`src/rtl/pe_seq_ctrl_if.sv`:
```
// Bundle of the scheduler, weight-buffer, image-stream, PE and result ports
// around the PE sequencer. The controller connects through the slave modport.
interface pe_seq_ctrl_if #(
   parameter int IMG_W  = 24,
   parameter int WGT_W  = 36,
   parameter int PSUM_W = 16,
   parameter int EXP_W  = 5,
   parameter int ADDR_W = 8,
   parameter int CNT_W  = 8
);
   // job configuration / status
   logic              cfg_start;
   logic [ADDR_W-1:0] cfg_wgt_addr;
   logic [CNT_W-1:0]  cfg_len;
   logic [EXP_W-1:0]  cfg_exp_bias;
   logic [PSUM_W-1:0] cfg_psum_init;
   logic              busy;
   logic              done;
   // weight buffer read port
   logic              wbuf_rd_en;
   logic [ADDR_W-1:0] wbuf_addr;
   logic [WGT_W-1:0]  wbuf_rdata;
   // image stream
   logic              img_valid;
   logic [IMG_W-1:0]  img_data;
   logic              img_ready;
   // PE side
   logic              pe_en;
   logic [EXP_W-1:0]  pe_exp_bias;
   logic [WGT_W-1:0]  pe_weight;
   logic [IMG_W-1:0]  pe_image;
   logic [PSUM_W-1:0] pe_psum;
   logic [PSUM_W-1:0] pe_psum_out;
   // result port
   logic              out_valid;
   logic [PSUM_W-1:0] out_data;
   logic              out_ready;

   modport slave (
      input  cfg_start, cfg_wgt_addr, cfg_len, cfg_exp_bias, cfg_psum_init,
      input  wbuf_rdata, img_valid, img_data, pe_psum_out, out_ready,
      output busy, done, wbuf_rd_en, wbuf_addr, img_ready,
      output pe_en, pe_exp_bias, pe_weight, pe_image, pe_psum,
      output out_valid, out_data
   );

   modport master (
      output cfg_start, cfg_wgt_addr, cfg_len, cfg_exp_bias, cfg_psum_init,
      output wbuf_rdata, img_valid, img_data, pe_psum_out, out_ready,
      input  busy, done, wbuf_rd_en, wbuf_addr, img_ready,
      input  pe_en, pe_exp_bias, pe_weight, pe_image, pe_psum,
      input  out_valid, out_data
   );
endinterface

```
`src/rtl/pe_seq_ctrl.sv`:
```
// Sequencer for one SD4 MAC PE: fetch the job's weight word, latch it into the
// PE, stream cfg_len image words through it with psum fed back, then present
// the final partial sum on a valid/ready port.
// Strobes that belong to a state (rd_en, img_ready, out_valid, busy) are
// registered from the next state so they line up with the state itself.
// The weight word arrives the cycle after the read strobe (the WLD cycle) and
// is captured at the end of WLD together with pe_en, so the PE sees pe_en
// with pe_weight already stable.
module pe_seq_ctrl #(
   parameter int IMG_W  = 24,
   parameter int WGT_W  = 36,
   parameter int PSUM_W = 16,
   parameter int EXP_W  = 5,
   parameter int ADDR_W = 8,
   parameter int CNT_W  = 8,
   parameter int PE_LAT = 1
) (
   input logic          clk,
   input logic          rst,
   pe_seq_ctrl_if.slave bus
);
   localparam int WC_W = $clog2(PE_LAT + 1);

   typedef enum logic [2:0] {
      S_IDLE, S_WRD, S_WLD, S_STRM, S_WAIT, S_OUT
   } state_t;

   state_t            state_q, state_d;
   logic [CNT_W-1:0]  rem_q, rem_d;
   logic [WC_W-1:0]   wcnt_q, wcnt_d;
   logic [PSUM_W-1:0] acc_q, acc_d;
   logic [EXP_W-1:0]  bias_q, bias_d;

   logic              busy_q, busy_d;
   logic              done_q, done_d;
   logic              wbuf_rd_en_q, wbuf_rd_en_d;
   logic [ADDR_W-1:0] wbuf_addr_q, wbuf_addr_d;
   logic              img_ready_q, img_ready_d;
   logic              pe_en_q, pe_en_d;
   logic [EXP_W-1:0]  pe_exp_bias_q, pe_exp_bias_d;
   logic [WGT_W-1:0]  pe_weight_q, pe_weight_d;
   logic [IMG_W-1:0]  pe_image_q, pe_image_d;
   logic [PSUM_W-1:0] pe_psum_q, pe_psum_d;
   logic              out_valid_q, out_valid_d;
   logic [PSUM_W-1:0] out_data_q, out_data_d;

   // Next-state, counter and output computation.
   always_comb begin
      state_d       = state_q;
      rem_d         = rem_q;
      wcnt_d        = wcnt_q;
      acc_d         = acc_q;
      bias_d        = bias_q;
      wbuf_addr_d   = wbuf_addr_q;
      pe_exp_bias_d = pe_exp_bias_q;
      pe_weight_d   = pe_weight_q;
      pe_image_d    = pe_image_q;
      pe_psum_d     = pe_psum_q;
      pe_en_d       = 1'b0;
      done_d        = 1'b0;

      case (state_q)
         S_IDLE: begin
            if (bus.cfg_start) begin
               wbuf_addr_d = bus.cfg_wgt_addr;
               rem_d       = bus.cfg_len;
               bias_d      = bus.cfg_exp_bias;
               acc_d       = bus.cfg_psum_init;
               state_d     = S_WRD;
            end
         end
         S_WRD: state_d = S_WLD;
         S_WLD: begin
            // read data is valid this cycle; hand it to the PE with its enable
            pe_weight_d   = bus.wbuf_rdata;
            pe_exp_bias_d = bias_q;
            pe_en_d       = 1'b1;
            state_d       = (rem_q == '0) ? S_OUT : S_STRM;
         end
         S_STRM: begin
            if (bus.img_valid && img_ready_q) begin
               pe_image_d = bus.img_data;
               pe_psum_d  = acc_q;
               rem_d      = rem_q - CNT_W'(1);
               wcnt_d     = WC_W'(PE_LAT);
               state_d    = S_WAIT;
            end
         end
         S_WAIT: begin
            wcnt_d = wcnt_q - WC_W'(1);
            // last wait cycle: PE result is valid, fold it back into acc
            if (wcnt_q == WC_W'(1)) begin
               acc_d   = bus.pe_psum_out;
               state_d = (rem_q == '0) ? S_OUT : S_STRM;
            end
         end
         S_OUT: begin
            if (out_valid_q && bus.out_ready) begin
               done_d  = 1'b1;
               state_d = S_IDLE;
            end
         end
         default: state_d = S_IDLE;
      endcase

      busy_d       = (state_d != S_IDLE);
      wbuf_rd_en_d = (state_d == S_WRD);
      img_ready_d  = (state_d == S_STRM);
      out_valid_d  = (state_d == S_OUT);
      out_data_d   = (state_d == S_OUT) ? acc_d : out_data_q;
   end

   // State, datapath and registered outputs; reset aborts any job in flight.
   always_ff @(posedge clk or posedge rst) begin
      if (rst) begin
         state_q       <= S_IDLE;
         rem_q         <= '0;
         wcnt_q        <= '0;
         acc_q         <= '0;
         bias_q        <= '0;
         busy_q        <= 1'b0;
         done_q        <= 1'b0;
         wbuf_rd_en_q  <= 1'b0;
         wbuf_addr_q   <= '0;
         img_ready_q   <= 1'b0;
         pe_en_q       <= 1'b0;
         pe_exp_bias_q <= '0;
         pe_weight_q   <= '0;
         pe_image_q    <= '0;
         pe_psum_q     <= '0;
         out_valid_q   <= 1'b0;
         out_data_q    <= '0;
      end else begin
         state_q       <= state_d;
         rem_q         <= rem_d;
         wcnt_q        <= wcnt_d;
         acc_q         <= acc_d;
         bias_q        <= bias_d;
         busy_q        <= busy_d;
         done_q        <= done_d;
         wbuf_rd_en_q  <= wbuf_rd_en_d;
         wbuf_addr_q   <= wbuf_addr_d;
         img_ready_q   <= img_ready_d;
         pe_en_q       <= pe_en_d;
         pe_exp_bias_q <= pe_exp_bias_d;
         pe_weight_q   <= pe_weight_d;
         pe_image_q    <= pe_image_d;
         pe_psum_q     <= pe_psum_d;
         out_valid_q   <= out_valid_d;
         out_data_q    <= out_data_d;
      end
   end

   assign bus.busy        = busy_q;
   assign bus.done        = done_q;
   assign bus.wbuf_rd_en  = wbuf_rd_en_q;
   assign bus.wbuf_addr   = wbuf_addr_q;
   assign bus.img_ready   = img_ready_q;
   assign bus.pe_en       = pe_en_q;
   assign bus.pe_exp_bias = pe_exp_bias_q;
   assign bus.pe_weight   = pe_weight_q;
   assign bus.pe_image    = pe_image_q;
   assign bus.pe_psum     = pe_psum_q;
   assign bus.out_valid   = out_valid_q;
   assign bus.out_data    = out_data_q;
endmodule

```
`src/flat_wrapper.sv`:
```
// flat-port wrapper written by rule: the top's interface ports become plain ports
module pe_seq_ctrl_flat 
#(
   parameter int IMG_W  = 24,
   parameter int WGT_W  = 36,
   parameter int PSUM_W = 16,
   parameter int EXP_W  = 5,
   parameter int ADDR_W = 8,
   parameter int CNT_W  = 8,
   parameter int PE_LAT = 1
)
  (clk, rst, bus_cfg_start, bus_cfg_wgt_addr, bus_cfg_len, bus_cfg_exp_bias, bus_cfg_psum_init, bus_wbuf_rdata, bus_img_valid, bus_img_data, bus_pe_psum_out, bus_out_ready, bus_busy, bus_done, bus_wbuf_rd_en, bus_wbuf_addr, bus_img_ready, bus_pe_en, bus_pe_exp_bias, bus_pe_weight, bus_pe_image, bus_pe_psum, bus_out_valid, bus_out_data);
  pe_seq_ctrl_if #(.IMG_W(IMG_W), .WGT_W(WGT_W), .PSUM_W(PSUM_W), .EXP_W(EXP_W), .ADDR_W(ADDR_W), .CNT_W(CNT_W)) bus_i ();
  input logic clk;
  input logic rst;
  input wire logic [$bits(bus_i.cfg_start)-1:0] bus_cfg_start;
  input wire logic [$bits(bus_i.cfg_wgt_addr)-1:0] bus_cfg_wgt_addr;
  input wire logic [$bits(bus_i.cfg_len)-1:0] bus_cfg_len;
  input wire logic [$bits(bus_i.cfg_exp_bias)-1:0] bus_cfg_exp_bias;
  input wire logic [$bits(bus_i.cfg_psum_init)-1:0] bus_cfg_psum_init;
  input wire logic [$bits(bus_i.wbuf_rdata)-1:0] bus_wbuf_rdata;
  input wire logic [$bits(bus_i.img_valid)-1:0] bus_img_valid;
  input wire logic [$bits(bus_i.img_data)-1:0] bus_img_data;
  input wire logic [$bits(bus_i.pe_psum_out)-1:0] bus_pe_psum_out;
  input wire logic [$bits(bus_i.out_ready)-1:0] bus_out_ready;
  output wire logic [$bits(bus_i.busy)-1:0] bus_busy;
  output wire logic [$bits(bus_i.done)-1:0] bus_done;
  output wire logic [$bits(bus_i.wbuf_rd_en)-1:0] bus_wbuf_rd_en;
  output wire logic [$bits(bus_i.wbuf_addr)-1:0] bus_wbuf_addr;
  output wire logic [$bits(bus_i.img_ready)-1:0] bus_img_ready;
  output wire logic [$bits(bus_i.pe_en)-1:0] bus_pe_en;
  output wire logic [$bits(bus_i.pe_exp_bias)-1:0] bus_pe_exp_bias;
  output wire logic [$bits(bus_i.pe_weight)-1:0] bus_pe_weight;
  output wire logic [$bits(bus_i.pe_image)-1:0] bus_pe_image;
  output wire logic [$bits(bus_i.pe_psum)-1:0] bus_pe_psum;
  output wire logic [$bits(bus_i.out_valid)-1:0] bus_out_valid;
  output wire logic [$bits(bus_i.out_data)-1:0] bus_out_data;
  assign bus_i.cfg_start = bus_cfg_start;
  assign bus_i.cfg_wgt_addr = bus_cfg_wgt_addr;
  assign bus_i.cfg_len = bus_cfg_len;
  assign bus_i.cfg_exp_bias = bus_cfg_exp_bias;
  assign bus_i.cfg_psum_init = bus_cfg_psum_init;
  assign bus_i.wbuf_rdata = bus_wbuf_rdata;
  assign bus_i.img_valid = bus_img_valid;
  assign bus_i.img_data = bus_img_data;
  assign bus_i.pe_psum_out = bus_pe_psum_out;
  assign bus_i.out_ready = bus_out_ready;
  assign bus_busy = bus_i.busy;
  assign bus_done = bus_i.done;
  assign bus_wbuf_rd_en = bus_i.wbuf_rd_en;
  assign bus_wbuf_addr = bus_i.wbuf_addr;
  assign bus_img_ready = bus_i.img_ready;
  assign bus_pe_en = bus_i.pe_en;
  assign bus_pe_exp_bias = bus_i.pe_exp_bias;
  assign bus_pe_weight = bus_i.pe_weight;
  assign bus_pe_image = bus_i.pe_image;
  assign bus_pe_psum = bus_i.pe_psum;
  assign bus_out_valid = bus_i.out_valid;
  assign bus_out_data = bus_i.out_data;
  pe_seq_ctrl #(.IMG_W(IMG_W), .WGT_W(WGT_W), .PSUM_W(PSUM_W), .EXP_W(EXP_W), .ADDR_W(ADDR_W), .CNT_W(CNT_W), .PE_LAT(PE_LAT)) u_core (.clk(clk), .rst(rst), .bus(bus_i));
endmodule
```
`config.mk`:
```
export PLATFORM = sky130hd
export DESIGN_NAME = pe_seq_ctrl_flat
export DESIGN_NICKNAME = d
export VERILOG_FILES = /design/src/rtl/pe_seq_ctrl_if.sv /design/src/rtl/pe_seq_ctrl.sv /design/src/flat_wrapper.sv
export SDC_FILE = /design/constraint.sdc
export NUM_CORES = 1
export LEC_CHECK = 0
export CAP_MARGIN = 20
export CORE_MARGIN = 4
export CORE_UTILIZATION = 48
export CTS_CLUSTER_SIZE = 24
export DETAILED_ROUTE_END_ITERATION = 7
export PLACE_DENSITY = 0.86
export SYNTH_ARGS = -nofsm -noshare
export SYNTH_HDL_FRONTEND = slang
export SYNTH_SLANG_ARGS = --single-unit
```
`constraint.sdc`:
```
create_clock -name clk -period 14.1 [get_ports clk]
set_clock_uncertainty 0.15 [all_clocks]
set_input_delay 3.525 -clock clk [delete_from_list [all_inputs] [get_ports clk]]
set_output_delay 3.525 -clock clk [all_outputs]
set_load 0.05 [all_outputs]
```
==> qor.yml <==
status:
  status: "complete, no violations"
cts:
  postCtsSetupBuffers: 0
  cts-root-buf: "clkbuf_16"
  clkLatencyLatePin_ns: 0.41
  cts-buffers-inserted: 17
  clkSlewWorstSetupHoldPaths_ns: 0.06
  cts_max_level: 4
  cts.hold.buffers_added: 0
  post_cts_resized: 0
  clock_path_buffers: 2
  cts_tree: "yes"
  clkSinkCount: 144
yosys:
  syn_area_um2: 5990
  synthCells: 468
  synth_cell_types: 40
  ys_seq_elements: 144
  seq_area_frac_synth_pct: 60.1
  syn_area_per_cell_um2: 12.8
  syn_nets: 587
  synth_warnings: 0
floorplan:
  die_area_um2: 14300
  core_area_um2: 12100
  io_pins: 229
  die_w_um: 120
  initial_core_util_pct: 49.5
  std_cell_rows: 40
  die_y_um: 120
worst_setup_path:
  crit_fanout: 18
  critical-path-max-stage-delay_ns: 0.96
  worst_r2r_path_depth: 5
  crit_chain: "clkdlybuf4s50_1 > or4b_1 > o21ai_2 > nor4b_2 > nor2_4 > mux2_2"
  worst_path_max_delay_cell: "clkdlybuf4s50_1"
  criticalPathCategory: "in2reg"
  cp.required_ns: 14.24
  crit_path_end_kind: "flop"
  critPathArrivalTime_ns: 6.56
  critPathLaunchType: "input port"
pwr:
  worst_ir_drop_vdd_mv: 0.181
  power_density_nw_per_um2: 299
  total_power_w: 0.00272
  leakagePower_nw: 3.81
grt:
  grt_start_max_net_pins: 80
  grt_pass1_wl_um: 25700
  grt_use_total_pct: 23.0
  first_global_vias: 5041
  grt_antenna_before_repair: 0
  grt_overflow: 0
place:
  dpl.cell_count: 839
  io_buffers: 228
  gp_congestion: 0.844
  dp_hpwl_um: 11600
timing:
  setup_violations: 0
  worstMarginPinSlew_ns: 0.982
  hold_viol: 0
  grt_setup_unrepaired: "false"
  report.final.slew_viol_count: 0
  relSlewSlack_pct: 34.5
  fin_setup_tns_ns: 0
  fmax_ghz: 0.156
  finalCritPeriodShare_pct: 45.5
  fin_crit_ns: 6.42
hold_path:
  min_path_cells: 2
  min_path_type: "reg2reg"
route:
  via_count: 4606
  wl_um: 16200
  drc: 0
  ant_nets: 0
  drt-vias-per-instance: 5.29
  first_iter_violations: 345
  wire_per_inst_um: 18.6
  drt-pass1-iter-count: 5
cells_and_area:
  diodes: 0
  final_core_util_pct: 75.1
  fillers: 818
  area_growth_pct: 51.8
  drive_above_1_share_pct: 21.6
  nets: 810
  finalNonFillerCells: 871
job:
  maxCapViolCount: 0
flip-flops by register name, indices dropped and copies added, names as in the netlist:
| register | cells |
|---|---|
| u_core.acc_q | 16 |
| u_core.bias_q | 5 |
| u_core.state_q | 3 |
| u_core.wcnt_q | 1 |
| u_core.bus.wbuf_rd_en | 1 |
| u_core.bus.pe_psum | 16 |
| u_core.rem_q | 8 |
| u_core.bus.out_data | 16 |
| u_core.bus.busy | 1 |
| u_core.bus.pe_exp_bias | 5 |
| u_core.bus.pe_image | 24 |
| u_core.bus.pe_en | 1 |
| u_core.bus.done | 1 |
| u_core.bus.out_valid | 1 |
| u_core.bus.img_ready | 1 |
| u_core.bus.pe_weight | 36 |
| u_core.bus.wbuf_addr | 8 |
synthesized netlist by cell type, drive strengths merged:
cell | n | area, um2
a21oi | 20 | 100
or3 | 11 | 68.8
inv | 11 | 41.3
a22o | 1 | 8.76
a221o | 2 | 20.0
clkbuf | 17 | 63.8
o211ai | 2 | 15.0
mux2 | 108 | 1250
and2 | 1 | 6.26
o21ai | 18 | 93.8
nor3b | 3 | 27.5
o2bb2ai | 2 | 17.5
nor2b | 1 | 6.26
a2111oi | 1 | 15.0
nor2 | 20 | 85.1
o32ai | 1 | 8.76
ha | 1 | 12.5
o22a | 2 | 17.5
nand3b | 2 | 15.0
dfrtp | 144 | 3600
o22ai | 17 | 106
or2 | 2 | 12.5
nand3 | 5 | 25.0
or4b | 2 | 20.0
nand2 | 49 | 184
a22oi | 3 | 22.5
buf | 11 | 67.6
a21o | 1 | 7.51
o31ai | 1 | 7.51
nor3 | 4 | 20.0
nor4b | 1 | 15.0
nand4 | 2 | 12.5
and3b | 2 | 17.5
final timing paths:
check                                              from                              endpoint  slack, ns
max reg2reg                 u_core.state_q[2]$_DFF_PP0_    u_core.bus.out_data[0]$_DFFE_PP0N_      10.89
min in group asynchronous                           rst  u_core.bus.pe_weight[30]$_DFFE_PP0P_       3.42
max                                       bus_cfg_start    u_core.bus.out_data[0]$_DFFE_PP0N_       7.68
max in group asynchronous                           rst   u_core.bus.pe_weight[9]$_DFFE_PP0P_       9.00
min reg2reg                u_core.bias_q[2]$_DFFE_PP0P_          u_core.bias_q[2]$_DFFE_PP0P_       0.32
min                        u_core.bias_q[2]$_DFFE_PP0P_          u_core.bias_q[2]$_DFFE_PP0P_       0.32
cell type report:
type | count | area, um2 | share of cell area, %
flip-flops and latches | 144 | 3600 | 39.6
well taps | 168 | 210 | 2.31
inverters | 11 | 46.3 | 0.509
clock buffers | 20 | 467 | 5.13
clock inverters | 11 | 233 | 2.56
multi-input cells | 285 | 2230 | 24.5
repair buffers | 232 | 2310 | 25.4
layer usage:
layer / up-vias / wire length (um) / global-route usage [%] / part of all wire, %
li1: 2099 / - / - / -
met1: 2247 / 6000 / 25.8 / 37
met2: 215 / 8300 / 38.8 / 51
met5: - / 0 / 0 / 0
met3: 45 / 1270 / 7.92 / 7.9
met4: 0 / 624 / 12.0 / 3.9
cell usage in the layout, fill, tap and decap left out, types with 3 or more instances in the layout:
cell	netlist	final
nor2_1	18	18
mux2_2	99	99
a21oi_1	20	20
o22ai_1	17	17
nand2_1	49	49
inv_1	11	10
or3_1	11	11
a22oi_1	3	3
clkinv_2	0	3
buf_4	0	4
mux2_4	9	9
clkdlybuf4s50_1	0	228
clkbuf_16	0	17
nand3_1	5	5
clkbuf_8	0	3
o21ai_0	17	17
bufinv_16	0	7
nor3_1	4	4
dfrtp_1	144	144
critical path: cells and delay by family:
family	cells	cell delay [ns]
AOI/OAI and AO/OA	1	0.22
buffers and inverters	1	0.96
muxes	1	0.41
and+or+nand+nor	3	1.42
logic make-up (layout without fill, tap and decap cells):
family,count (synthesis),count (layout),share of synthesized area [%]
buf+inv,39,274,2.88
simple gates,105,105,8.60
mux,108,108,20.9
compound gates,71,71,7.35
flops,144,144,60.1
fa+ha+maj,1,1,0.209
power by group:
group	leakage, nW	internal (W)	switching (W)	total (W)
clock	0.342	0.000362	0.000164	0.000526
sequential	1.70	0.000621	0.000142	0.000763
combinational	1.77	0.000546	0.000889	0.00144
through the flow:
| step | cell area, um2 | hold WS (ns) | worst slack [ns] |
|---|---|---|---|
| 6_report | 9100 | 0.324 | 7.68 |
| 5_1_grt | 9100 | 0.346 | 7.59 |
| 4_1_cts | 9090 | 0.328 | 7.70 |
| 3_5_place_dp | 8390 | 0.313 | 7.29 |
| 3_3_place_gp | 8390 | 0.308 | 7.37 |
| 2_1_floorplan | 5990 | 0.290 | 6.56 |
Note: power is estimated with default switching activity, not from simulation.
